## src/rtl/uart_transmitter.sv

```systemverilog
// ----------------------------------------------------------------------------
// uart_transmitter
// Serialises bytes onto a UART line, LSB first: 8N1 framing by default, or 8E1
// when UART_TX_PARITY_EN is defined. The baud rate is fixed at elaboration as
// INPUT_CLOCK_FREQ / BAUD_RATE (truncating). That quotient must be at least 2.
//
// A one-entry holding register sits in front of the shift register. A producer
// can therefore queue the next byte while the current frame is on the wire, and
// back-to-back frames go out with no idle gap between them.
//
// Optional feature macro: UART_TX_PARITY_EN
//    defined   : an even-parity bit follows data bit 7 (11-bit frame)
//    undefined : no parity state and no parity logic (10-bit frame)
//
// Ports
//    clk_in        system clock, all logic on the rising edge
//    rst_in        synchronous active-high reset
//    data_byte_in  byte to send, sampled only on an accepting edge
//    trigger_in    producer valid; accepted when trigger_in && ready_out
//    ready_out     holding register empty
//    busy_out      frame in progress or byte queued
//    tx_wire_out   registered serial line, idles high
// ----------------------------------------------------------------------------
module uart_transmitter #(
   parameter int INPUT_CLOCK_FREQ = 100_000_000,
   parameter int BAUD_RATE        = 460800
) (
   input  logic       clk_in,
   input  logic       rst_in,
   input  logic [7:0] data_byte_in,
   input  logic       trigger_in,
   output logic       ready_out,
   output logic       busy_out,
   output logic       tx_wire_out
);

   // state    | meaning
   // ---------+--------------------------------------------------
   // S_IDLE   | line high, waiting for the holding register
   // S_START  | start bit (low)
   // S_DATA   | eight data bits, LSB first
   // S_PARITY | even parity bit (only with UART_TX_PARITY_EN)
   // S_STOP   | stop bit (high); may chain straight into S_START

   localparam int UART_BIT_PERIOD = INPUT_CLOCK_FREQ / BAUD_RATE;
   localparam int CNT_W           = $clog2(UART_BIT_PERIOD) + 1;
   localparam logic [CNT_W-1:0] CNT_LAST = CNT_W'(UART_BIT_PERIOD - 1);

   typedef enum logic [2:0] {
      S_IDLE,
      S_START,
      S_DATA,
`ifdef UART_TX_PARITY_EN
      S_PARITY,
`endif
      S_STOP
   } state_t;

   state_t           r_state;
   logic [7:0]       r_hold_data;
   logic             r_hold_valid;
   logic [7:0]       r_shift;
   logic [CNT_W-1:0] r_cnt;
   logic [2:0]       r_idx;
   logic             r_tx;
`ifdef UART_TX_PARITY_EN
   logic             r_parity;
`endif

   logic w_accept;
   logic w_bit_end;

   assign w_accept  = trigger_in && !r_hold_valid;
   assign w_bit_end = (r_cnt == CNT_LAST);

   assign ready_out   = !r_hold_valid;
   assign busy_out    = (r_state != S_IDLE) || r_hold_valid;
   assign tx_wire_out = r_tx;

   // The FSM only consumes the holding register while r_hold_valid=1. An
   // accept only happens while it is 0. The set and the clear below can
   // therefore never fire on the same edge.
   always_ff @(posedge clk_in) begin
      if (rst_in) begin
         r_state      <= S_IDLE;
         r_hold_data  <= '0;
         r_hold_valid <= 1'b0;
         r_shift      <= '0;
         r_cnt        <= '0;
         r_idx        <= '0;
         r_tx         <= 1'b1;
`ifdef UART_TX_PARITY_EN
         r_parity     <= 1'b0;
`endif
      end else begin
         if (w_accept) begin
            r_hold_data  <= data_byte_in;
            r_hold_valid <= 1'b1;
         end

         case (r_state)
            S_IDLE: begin
               r_tx <= 1'b1;
               if (r_hold_valid) begin
                  r_shift      <= r_hold_data;
`ifdef UART_TX_PARITY_EN
                  r_parity     <= ^r_hold_data;
`endif
                  r_hold_valid <= 1'b0;
                  r_cnt        <= '0;
                  r_idx        <= '0;
                  r_tx         <= 1'b0;
                  r_state      <= S_START;
               end
            end

            S_START: begin
               if (w_bit_end) begin
                  r_cnt   <= '0;
                  r_tx    <= r_shift[0];
                  r_state <= S_DATA;
               end else begin
                  r_cnt <= r_cnt + CNT_W'(1);
               end
            end

            S_DATA: begin
               if (w_bit_end) begin
                  r_cnt   <= '0;
                  r_shift <= {1'b0, r_shift[7:1]};
                  r_idx   <= r_idx + 3'd1;
                  if (r_idx == 3'd7) begin
`ifdef UART_TX_PARITY_EN
                     r_tx    <= r_parity;
                     r_state <= S_PARITY;
`else
                     r_tx    <= 1'b1;
                     r_state <= S_STOP;
`endif
                  end else begin
                     // The next data bit is the one that shifts into position 0.
                     r_tx <= r_shift[1];
                  end
               end else begin
                  r_cnt <= r_cnt + CNT_W'(1);
               end
            end

`ifdef UART_TX_PARITY_EN
            S_PARITY: begin
               if (w_bit_end) begin
                  r_cnt   <= '0;
                  r_tx    <= 1'b1;
                  r_state <= S_STOP;
               end else begin
                  r_cnt <= r_cnt + CNT_W'(1);
               end
            end
`endif

            S_STOP: begin
               if (w_bit_end) begin
                  r_cnt <= '0;
                  if (r_hold_valid) begin
                     // Chain straight into the next start bit, with no idle gap.
                     r_shift      <= r_hold_data;
`ifdef UART_TX_PARITY_EN
                     r_parity     <= ^r_hold_data;
`endif
                     r_hold_valid <= 1'b0;
                     r_idx        <= '0;
                     r_tx         <= 1'b0;
                     r_state      <= S_START;
                  end else begin
                     r_tx    <= 1'b1;
                     r_state <= S_IDLE;
                  end
               end else begin
                  r_cnt <= r_cnt + CNT_W'(1);
               end
            end

            default: begin
               r_tx    <= 1'b1;
               r_cnt   <= '0;
               r_state <= S_IDLE;
            end
         endcase
      end
   end

endmodule

```

## config.mk

```make
export PLATFORM = sky130hd
export DESIGN_NAME = uart_transmitter
export DESIGN_NICKNAME = d
export VERILOG_FILES = /design/src/rtl/uart_transmitter.sv
export SDC_FILE = /design/constraint.sdc
export NUM_CORES = 1
export LEC_CHECK = 0
export ABC_AREA = 1
export CORE_ASPECT_RATIO = 1.4
export CORE_MARGIN = 4
export CORE_UTILIZATION = 26
export CTS_CLUSTER_DIAMETER = 120
export DETAILED_ROUTE_END_ITERATION = 8
export DONT_BUFFER_PORTS = 1
export PLACE_DENSITY_LB_ADDON = 0.12
export SYNTH_ARGS = -nofsm -noshare
export SYNTH_HDL_FRONTEND = slang
export SYNTH_SLANG_ARGS = --single-unit
```

## constraint.sdc

```tcl
create_clock -name clk_in -period 1.6 [get_ports clk_in]
set_input_delay 0.32 -clock clk_in [delete_from_list [all_inputs] [get_ports clk_in]]
set_output_delay 0.32 -clock clk_in [all_outputs]
set_load 0.01 [all_outputs]
```

==> results of run 1 <==
==> metal layers <==
metal	routed length, um	share of wire (%)
met2	1960	53
met1	1590	43
met5	0	0
met4	30	0.81
met3	130	3.5
==> registers in the layout, summed over array words and instances, names as in the netlist <==
name,flops
r_shift,8
r_hold_valid,1
r_hold_data,8
tx_wire_out,1
r_cnt,9
r_state,2
r_idx,3
==> per-stage QoR <==
| stage | TNS, ps | hold slack [ps] | worst slack, ps | std cells |
|---|---|---|---|---|
| finish | 0 | 104 | 96.0 | 315 |
| global route | 0 | 88.3 | 14.5 | 315 |
| CTS | 0 | 90.8 | 29.9 | 315 |
| detailed placement | -4.17 | 394 | -4.17 | 307 |
| global placement | -5.07 | 392 | -5.07 | 307 |
| floorplan | 0 | 389 | 208 | 231 |
==> repair_timing <==
action | in CTS | in global routing
hold buffers | 0 | 0
pin swaps | 1 | 0
endpoints found under the setup margin | 2 | 4
buffers inserted | 1 | 0
resized for setup | 8 | 6
==> power groups by stage <==
stage          sequential, W  clock [W]  combinational [W]
2_1_floorplan        0.00108          0            0.00128
3_3_place_gp         0.00112          0            0.00170
3_5_place_dp         0.00112          0            0.00168
4_1_cts              0.00111   0.000615            0.00176
5_1_grt              0.00115   0.000647            0.00201
6_report             0.00112   0.000576            0.00176
==> synthesized netlist by cell type, types with 2 or more instances <==
cell     count
buf_4        2
a21oi_1     14
nand2_1     41
dfxtp_1     32
nor2_1      44
buf_6        2
inv_2        4
inv_1       22
nand2_2      3
nand4_1      5
o21ai_0     11
ha_1         9
mux2i_1      7
nor3_1       4
nand3_1     18
nor2_2       2
==> worst reg2reg max path, stage by stage, from the launching register on <==
cell and delay (ps):
dfxtp_2 370, inv_4 60, ha_4 160, inv_2 70, nor2_4 40, buf_4 170
nor2_1 140, nand4_1 150, a21oi_2 160, nor2_1 50
==> kinds of logic (layout without fill, tap and decap cells) <==
group / count (synthesis) / in the layout / share of synthesized area, %
buffers and inverters: 32 / 44 / 9.05
flip-flops: 32 / 32 / 38.0
AO/OA/AOI/OAI: 30 / 30 / 10.8
adder cells (fa/ha/maj): 9 / 9 / 6.68
multiplexers: 7 / 7 / 4.15
AND/OR/NAND/NOR: 121 / 121 / 31.3
==> worst max-delay path by stage <==
stage / from / to / slack, ps / depth (start not counted)
2_1_floorplan: r_state[0]$_SDFFE_PP0P_ / r_state[0]$_SDFFE_PP0P_ / 210 / 8
3_3_place_gp: r_state[1]$_SDFFE_PP0P_ / r_cnt[7]$_SDFFE_PP0P_ / -5 / 9
3_5_place_dp: r_state[0]$_SDFFE_PP0P_ / r_cnt[7]$_SDFFE_PP0P_ / -4 / 9
4_1_cts: r_state[0]$_SDFFE_PP0P_ / busy_out / 30 / 6
5_1_grt: r_state[1]$_SDFFE_PP0P_ / r_cnt[7]$_SDFFE_PP0P_ / 10 / 9
6_report: r_state[0]$_SDFFE_PP0P_ / busy_out / 100 / 6
==> cell type report <==
type / count / area (um^2) / area share [%]
Tap cell: 72 / 90.1 / 4.63
Sequential cell: 32 / 643 / 33.0
Clock buffer: 6 / 72.6 / 3.73
Inverter: 26 / 103 / 5.27
Clock inverter: 1 / 5.00 / 0.257
Timing Repair Buffer: 11 / 108 / 5.53
Multi-Input combinational cell: 167 / 926 / 47.6
==> flow_summary_export.csv, run 1 <==
group,metric,value,unit
critical_path,critPathKind,"register to output port",
finish,final_cell_mix,"nor2_1, nand2_1, dfxtp_1, inv_1, nand3_1",
critical_path,path_delay_family,"flip-flops",
drt,dr.pass1.iters,4,
sta,post-route-min-period,1500,ps
cts,clk_pin_slew,70,ps
floorplan,num_rows,34,
drt,drtAntennaViolNets,0,
placed_design,hpwl,2.86,mm
power,combPwrFrac,51.0,%
synthesis,synthTopCellsByArea,"dfxtp_1, nor2_1, nand2_1",
critical_path,reg2reg_slack,140,ps
drt,drcViolationCount,0,
critical_path,reg2regPathDepth,9,
power,power,0.00345,W
grt,grt_pass1_vias,1509,
drt,vias,1415,
grt,grt_util_met1,10.9,%
synthesis,yosysTopAreaCell,"dfxtp_1",
synthesis,ys_seq_area_share,38.0,%
cts,cts_tree,"built",
finish,final_common_cell,"nor2_1",
sta,clock.fmax,665,MHz
job,drv_cap,0,
hold_path,min_to,"r_idx[1]$_SDFFE_PP0P_",
cts,htreeDepth,2,
critical_path,crit_chain,"inv_4 > ha_4 > inv_2 > nor2_4 > inv_2 > buf_4",
synthesis,synth_top_area_share,38.0,%
sta,finalCritPeriodShare,94.0,%
finish,nNetsFinal,263,
cts,clk_path_buf_depth,2,
synthesis,async_reset_ff_share,0,%
finish,area_growth,15.4,%
grt,grt-ovfl-total,0,
sta,finClkSkew,6.17,ps
synthesis,netlist_area,0.00169,mm^2
finish,fin_util,31.1,%
critical_path,setup.worst_path.start_class,"register",
floorplan,die_h,103,um
critical_path,critPathMaxStageDelay,340,ps
critical_path,crit_fanout,4,
critical_path,path_buf_inv,4,
synthesis,synth_area_per_cell,7.30,um^2
finish,antennaDiodeCount,0,
synthesis,ys_types,27,
cts,cts-buffers-inserted,5,
grt,grt_antenna_before_repair,0,
sta,slew_headroom,82.7,%
synthesis,synth_nets,251,
power,power.leakage,0.866,nW
floorplan,dieArea,0.00786,mm^2
power,clkPwrFrac,16.7,%
floorplan,pin_count,14,
status,outcome,"finished, final reports clean",
sta,worstMarginPinSlew,259,ps
floorplan,die_w,76.1,um
placed_design,gp_congestion,0.824,
hold_path,hp-start,"rst_in",
synthesis,ys.flop_type,"dfxtp_1",
sta,setup_viol_count_final,0,
grt,gr-usage-all-layers,10.5,%
cts,clkLatencyLatePin,270,ps
placed_design,port_buffers,0,
finish,drive_above_1_share,17.7,%
sta,hold_viol,0,
finish,fin_area,0.00195,mm^2
grt,grt_pass1_wl,6.73,mm
placed_design,dpl-instance-area,0.00182,mm^2
drt,wirelength,3.71,mm
critical_path,worstPathArrival,1180,ps
sta,drv_slew,0,
grt,grt_max_degree,17,
critical_path,cp_slowest_cell,"dfxtp_2",
floorplan,initial_core_util,27.0,%
drt,vias_per_cell,4.49,
cts,root_buffer,"clkbuf_8",
drt,drtIter0Drc,26,
drt,avgRoutedWirePerCell,11.8,um
critical_path,worstReg2RegEnd,"r_cnt[7]$_SDFFE_PP0P_",
grt,met2_usage,20.5,%
hold_path,whs_path_depth,1,
power,p_int,0.00201,W
power,p_sw,0.00145,W
synthesis,syn_inst,231,
critical_path,cpMostUsedCell,"inv_2",
critical_path,worstPathRequired,1280,ps
sta,rsz0062_at_grt,"false",
critical_path,r2r-start,"r_state[1]$_SDFFE_PP0P_",
synthesis,synth-seq-cells,32,
cts,cts.sinks,32,
critical_path,worstSetupEndpointType,"output port",
power,seqPwrFrac,32.4,%
floorplan,core,0.00625,mm^2
hold_path,hold_class,"input port to register",
grt,grt.busiest_layer,"met2",
power,ir_drop,0.706,mV
power,power_switching_share,41.9,%
power,p_per_area,1770,mW/mm^2
synthesis,synth_warnings,0,
synthesis,synth-edff-count,0,
grt,globalRouteMet3Util,2.95,%
finish,fill_cells,696,
Note: power is estimated with default switching activity, not from simulation.
==> run 2: changes to the inputs <==
- ABC_AREA: 1 -> unset
==> run 2 against run 1 <==
Effect of this change:
- the flow now finishes with violations (setup timing)
- largest cell class unchanged
- critical path type is now register to register
- via count decreased by 3.6%
- non-clock buffer count up 28
- total power rose by 15%
- critical path depth up 1
- cell count fell by 11%
- sequential power is 4% lower
- sequential share of layout area down 3.3 points
- highest routed layer unchanged
- synthesized cell count down 27%
==> flow_summary_export.csv, run 2 <==
group,metric,value,unit
finish,largest-register,"r_cnt",
sta,hold_viol,0,
finish,final_common_cell,"buf_4",
placed_design,port_buffers,0,
finish,drive_above_1_share,36.7,%
grt,grt_pass1_wl,6.71,mm
critical_path,worstSetupEndpointType,"register",
critical_path,path_buf_inv,2,
job,drv_cap,0,
floorplan,die_w,73.9,um
finish,area_growth,37.4,%
synthesis,synthTopCellsByArea,"dfxtp_1, mux2i_1, ha_1",
cts,clkLatencyLatePin,280,ps
sta,finalCritPeriodShare,114,%
critical_path,critPathKind,"register to register",
sta,finClkSkew,7.18,ps
placed_design,gp_congestion,0.815,
finish,final_cells,280,
synthesis,synthTopCellsByCount,"dfxtp_1, nor2_1, mux2i_1",
grt,globalRouteMet3Util,3.31,%
synthesis,synth_nets,189,
floorplan,initial_core_util,26.8,%
sta,post-route-min-period,1820,ps
placed_design,post-place-cells,263,
cts,cts_tree,"built",
sta,rsz0062_at_grt,"true",
sta,drv_slew,0,
power,ir_drop,0.678,mV
grt,grt_pass1_vias,1451,
grt,grt_antenna_before_repair,0,
power,power.leakage,0.858,nW
status,failed_checks,"setup timing",
critical_path,setup.worst_path.start_class,"register",
synthesis,syn_inst,169,
hold_path,hold_class,"input port to register",
synthesis,netlist_area,0.00158,mm^2
drt,dr.pass1.iters,4,
synthesis,synth_most_common_cell,"dfxtp_1",
drt,avgRoutedWirePerCell,13.7,um
finish,fin_util,36.8,%
cts,clk_path_buf_depth,2,
critical_path,worstPathRequired,1770,ps
critical_path,crit_chain,"inv_2 > ha_4 > or4b_4 > buf_6 > o22ai_4 > a21oi_2 > mux2_4",
power,p_per_area,1830,mW/mm^2
grt,grt_max_degree,25,
drt,drtIter0Drc,23,
drt,wirelength,3.83,mm
synthesis,synth_top_area_share,40.5,%
critical_path,worstPathArrival,1980,ps
finish,nNetsFinal,229,
critical_path,path_delay_family,"simple AND/OR/NAND/NOR gates",
sta,worstMarginPinSlew,267,ps
drt,vias,1364,
floorplan,dieArea,0.00742,mm^2
cts,root_buffer,"clkbuf_8",
critical_path,crit_fanout,5,
drt,drcViolationCount,0,
synthesis,ys_types,39,
grt,met2_usage,21.2,%
grt,grt.busiest_layer,"met2",
synthesis,async_reset_ff_share,0,%
synthesis,ys.flop_type,"dfxtp_1",
finish,largest_register_ffs,9,
synthesis,yosysTopAreaCell,"dfxtp_1",
sta,fin_ws,-217,ps
power,power,0.00397,W
floorplan,pin_count,14,
grt,grt_util_met1,12.5,%
cts,cts.sinks,32,
finish,antennaDiodeCount,0,
synthesis,synth-seq-cells,32,
grt,gr-usage-all-layers,11.8,%
synthesis,ys_seq_area_share,40.5,%
sta,slew_headroom,82.1,%
sta,tns,-3610,ps
sta,setup_viol_count_final,24,
synthesis,synth_area_per_cell,9.37,um^2
floorplan,num_rows,33,
finish,fill_cells,623,
synthesis,synth_warnings,0,
floorplan,die_h,100,um
critical_path,cp_slowest_cell,"or4b_4",
floorplan,core,0.00590,mm^2
status,outcome,"finished, violations left",
critical_path,reg2reg_slack,-220,ps
cts,postCtsHoldBufs,0,
finish,final_cell_mix,"buf_4, dfxtp_1, nor2_1, mux2i_1, a21oi_1",
finish,reg_top3,"r_cnt: 9 flops, r_hold_data: 8 flops, r_shift: 8 flops",
sta,clock.fmax,550,MHz
cts,htreeDepth,2,
drt,vias_per_cell,4.87,
drt,drtAntennaViolNets,0,
critical_path,critPathMaxStageDelay,470,ps
placed_design,hpwl,2.80,mm
cts,cts-buffers-inserted,5,
synthesis,synth-edff-count,0,
cts,clk_pin_slew,70,ps
grt,grt-ovfl-total,0,
-- run 2: cell types whose count changed after synthesis, sizes merged, moves of 5 or more --
cell    change
xor2        +5
o21ai       -7
nand3      -14
mux2i       +8
inv        -19
a211oi      +9
nand2      -41
nor2       -21
-- run 2: worst reg2reg max path: stages, from the launching register on --
cell and delay (ps):
dfxtp_2 330, inv_2 70, ha_4 120, or4b_4 470
buf_6 140, o22ai_4 200, a21oi_2 110, mux2_4 270
-- run 2: area by class of cell --
class | instances | area [um^2] | area share, %
clock buffers | 7 | 96.3 | 4.43
clock inverters | 1 | 30.0 | 1.38
inverters | 7 | 26.3 | 1.21
multi-input cells | 124 | 973 | 44.8
flip-flops and latches | 32 | 646 | 29.7
well taps | 70 | 87.6 | 4.03
repair buffers | 39 | 315 | 14.5
-- run 2: report_power, final --
| part | leakage, nW | internal, W | switching (W) |
|---|---|---|---|
| registers | 0.263 | 0.000976 | 0.000104 |
| clock network | 0.0645 | 0.000550 | 0.000305 |
| logic | 0.531 | 0.00109 | 0.000951 |
| total | 0.858 | 0.00261 | 0.00136 |
-- run 2: final timing paths --
| path | cells past startpoint | end | startpoint |
|---|---|---|---|
| worst min-delay path | 1 | r_hold_data[6]$_SDFFE_PP0P_ | rst_in |
| worst min register to register | 2 | r_shift[7]$_SDFFE_PP0P_ | r_shift[7]$_SDFFE_PP0P_ |
| worst max register to register | 7 | r_idx[0]$_SDFFE_PP0P_ | r_cnt[1]$_SDFFE_PP0P_ |
| worst max-delay path | 7 | r_idx[0]$_SDFFE_PP0P_ | r_cnt[1]$_SDFFE_PP0P_ |
-- run 2: through the flow --
step / area [um^2] / hold WS, ps / worst slack, ps
global route: 2170 / 90.7 / -296
CTS: 2140 / 99.0 / -271
finish: 2170 / 116 / -217
detailed placement: 1880 / 404 / -256
global placement: 1880 / 402 / -229
floorplan: 1600 / 428 / -126
-- run 2: kinds of logic (layout without fill, tap and decap cells) --
logic type               count (synthesis)  after routing  synth area share (%)
AND/OR/NAND/NOR                         58             58                  20.2
multiplexers                            16             16                  10.2
flip-flops                              32             32                  40.5
adder cells (fa/ha/maj)                  9              9                  7.11
AO/OA/AOI/OAI                           35             35                  15.4
buffers and inverters                   13             54                  3.32
XOR/XNOR                                 6              6                  3.32
-- run 2: per-layer routing --
layer	vias up	part of all wire, %
met5	-	0
met4	0	1.8
met3	8	3.4
met2	25	54
met1	650	40
li1	681	-
-- run 2: what timing repair did --
| item | CTS | global route |
|---|---|---|
| cloned | 0 | 0 |
| endpoints found under the setup margin | 25 | 25 |
| buffers inserted | 8 | 1 |
| gates resized for setup | 20 | 9 |
| pin swaps | 14 | 7 |
==> run 3: changes to the inputs <==
- CORE_ASPECT_RATIO: 1.4 -> unset
==> run 3 against run 2 <==
Effect of this change:
- worst setup slack better by 40 ps
- sequential cell count did not move
- die area shrank 0.24%
- combinational power fell by 4%
- first-iteration DRC count grew to 2.7 times the previous value
- sequential share of layout area rose by 0.77 points
- clock power down 12%
- non-clock buffer count down 9
- the run still ends with setup timing left
- utilization shrank 1.0 points
- critical path depth shrank 1
- via count decreased by 4.8%
- sequential power about the same
==> flow_summary_export.csv, run 3 (same netlist as run 2, synthesis figures left out) <==
group,metric,value,unit
status,outcome,"finished, violations left",
status,failed_checks,"setup timing",
placed_design,post-place-cells,265,
drt,drtAntennaViolNets,0,
critical_path,worstSetupEndpointType,"register",
power,power_switching_share,36.5,%
drt,vias,1299,
finish,final_common_cell,"dfxtp_1",
finish,fin_area,0.00212,mm^2
critical_path,setup.worst_path.start_class,"register",
floorplan,die_w,86.0,um
drt,vias_per_cell,4.71,
power,ir_drop,0.724,mV
cts,cts_tree,"built",
placed_design,dpl-instance-area,0.00188,mm^2
finish,layout.area.seq,646,um^2
critical_path,crit_fanout,3,
sta,worstMarginPinSlew,259,ps
sta,fin_ws,-177,ps
drt,avgRoutedWirePerCell,13.4,um
grt,grt_pass1_vias,1377,
drt,wirelength,3.71,mm
grt,gr-usage-all-layers,11.1,%
finish,nNetsFinal,220,
placed_design,hpwl,2.74,mm
power,clkPwrFrac,19.7,%
sta,finClkSkew,5.04,ps
cts,clk_path_buf_depth,2,
finish,final_cell_mix,"dfxtp_1, buf_4, nor2_1, mux2i_1, a211oi_2",
grt,grt_antenna_before_repair,0,
placed_design,port_buffers,0,
power,power.leakage,0.810,nW
floorplan,initial_core_util,26.7,%
sta,clock.fmax,563,MHz
floorplan,die_h,86.0,um
finish,largest-register,"r_cnt",
critical_path,critPathKind,"register to register",
cts,cts.sinks,32,
finish,drive_above_1_share,36.8,%
sta,rsz0062_at_grt,"true",
sta,slew_headroom,82.7,%
hold_path,hold_class,"input port to register",
sta,tns,-2320,ps
critical_path,worstPathRequired,1830,ps
power,p_sw,0.00139,W
floorplan,num_rows,28,
sta,setup_viol_count_final,23,
placed_design,gp_congestion,0.759,
power,p_int,0.00242,W
floorplan,dieArea,0.00740,mm^2
cts,clk_pin_slew,70,ps
finish,fill_cells,596,
job,drv_cap,0,
grt,grt_pass1_wl,6.44,mm
power,seqPwrFrac,29.0,%
sta,drv_slew,0,
finish,multi_input_area,990,um^2
finish,fin_util,35.8,%
critical_path,crit_chain,"inv_2 > ha_4 > or4b_4 > or2_4 > nor4b_4 > mux2_2",
drt,dr.pass1.iters,4,
drt,drcViolationCount,0,
floorplan,pin_count,14,
finish,area_growth,33.9,%
drt,drtIter0Drc,62,
power,p_per_area,1790,mW/mm^2
power,combPwrFrac,51.2,%
finish,largest_register_ffs,9,
critical_path,worstPathArrival,2000,ps
grt,grt-ovfl-total,0,
cts,clkLatencyLatePin,280,ps
sta,hold_viol,0,
cts,htreeDepth,2,
floorplan,core,0.00592,mm^2
grt,grt_max_degree,25,
sta,finalCritPeriodShare,111,%
finish,reg_top3,"r_cnt: 9 flops, r_hold_data: 8 flops, r_shift: 8 flops",
critical_path,cp_slowest_cell,"or4b_4",
sta,post-route-min-period,1780,ps
cts,root_buffer,"clkbuf_8",
finish,final_cells,276,
finish,antennaDiodeCount,0,
cts,cts-buffers-inserted,5,
critical_path,critPathMaxStageDelay,490,ps
==> run 3: metrics by stage <==
stage | hold WS, ps | total power, W | setup slack, ps
global placement | 402 | 0.00276 | -179
detailed placement | 403 | 0.00276 | -218
global route | 87.7 | 0.00409 | -269
floorplan | 428 | 0.00211 | -126
CTS | 93.6 | 0.00383 | -191
finish | 108 | 0.00380 | -177
==> run 3: critical path, delay by kind of cell, from the launching register on <==
family	cells	cell delay (ps)
flip-flops	1	320
AND/OR/NAND/NOR	3	1030
multiplexers	1	200
adder cells (fa/ha/maj)	1	120
buffers and inverters	1	60
==> run 3: repair_timing <==
item / in CTS / in global routing
setup buffers: 3 / 0
gates resized for setup: 30 / 3
hold endpoints to repair: 0 / 0
setup endpoints to repair: 25 / 25
hold buffers: 0 / 0
pin swaps: 12 / 2
==> run 3: final timing paths <==
kind | to | depth (start not counted) | slack [ps] | startpoint
max | r_idx[0]$_SDFFE_PP0P_ | 6 | -180 | r_cnt[0]$_SDFFE_PP0P_
min | r_shift[0]$_SDFFE_PP0P_ | 1 | 110 | rst_in
max reg2reg | r_idx[0]$_SDFFE_PP0P_ | 6 | -180 | r_cnt[0]$_SDFFE_PP0P_
min reg2reg | r_shift[7]$_SDFFE_PP0P_ | 2 | 480 | r_shift[7]$_SDFFE_PP0P_
==> run 3: routing by layer <==
metal | vias to the layer above | global-route usage (%) | share of wire (%)
met3 | 5 | 3.65 | 3.8
met1 | 614 | 14.4 | 50
li1 | 664 | - | -
met5 | - | 0 | 0
met4 | 0 | 3.88 | 1.5
met2 | 16 | 17.1 | 45
==> run 3: area by class of cell <==
class,instances,share of cell area (%)
Tap cell,75,4.43
Multi-Input combinational cell,124,46.7
Sequential cell,32,30.5
Clock inverter,2,1.65
Clock buffer,6,3.42
Inverter,7,1.24
Timing Repair Buffer,30,12.1
==> run 3: power groups by stage <==
stage | clock network [W] | registers [W] | logic (W)
2_1_floorplan | 0 | 0.00108 | 0.00103
3_3_place_gp | 0 | 0.00109 | 0.00166
3_5_place_dp | 0 | 0.00110 | 0.00166
4_1_cts | 0.000785 | 0.00111 | 0.00194
5_1_grt | 0.000829 | 0.00113 | 0.00213
6_report | 0.000750 | 0.00110 | 0.00195
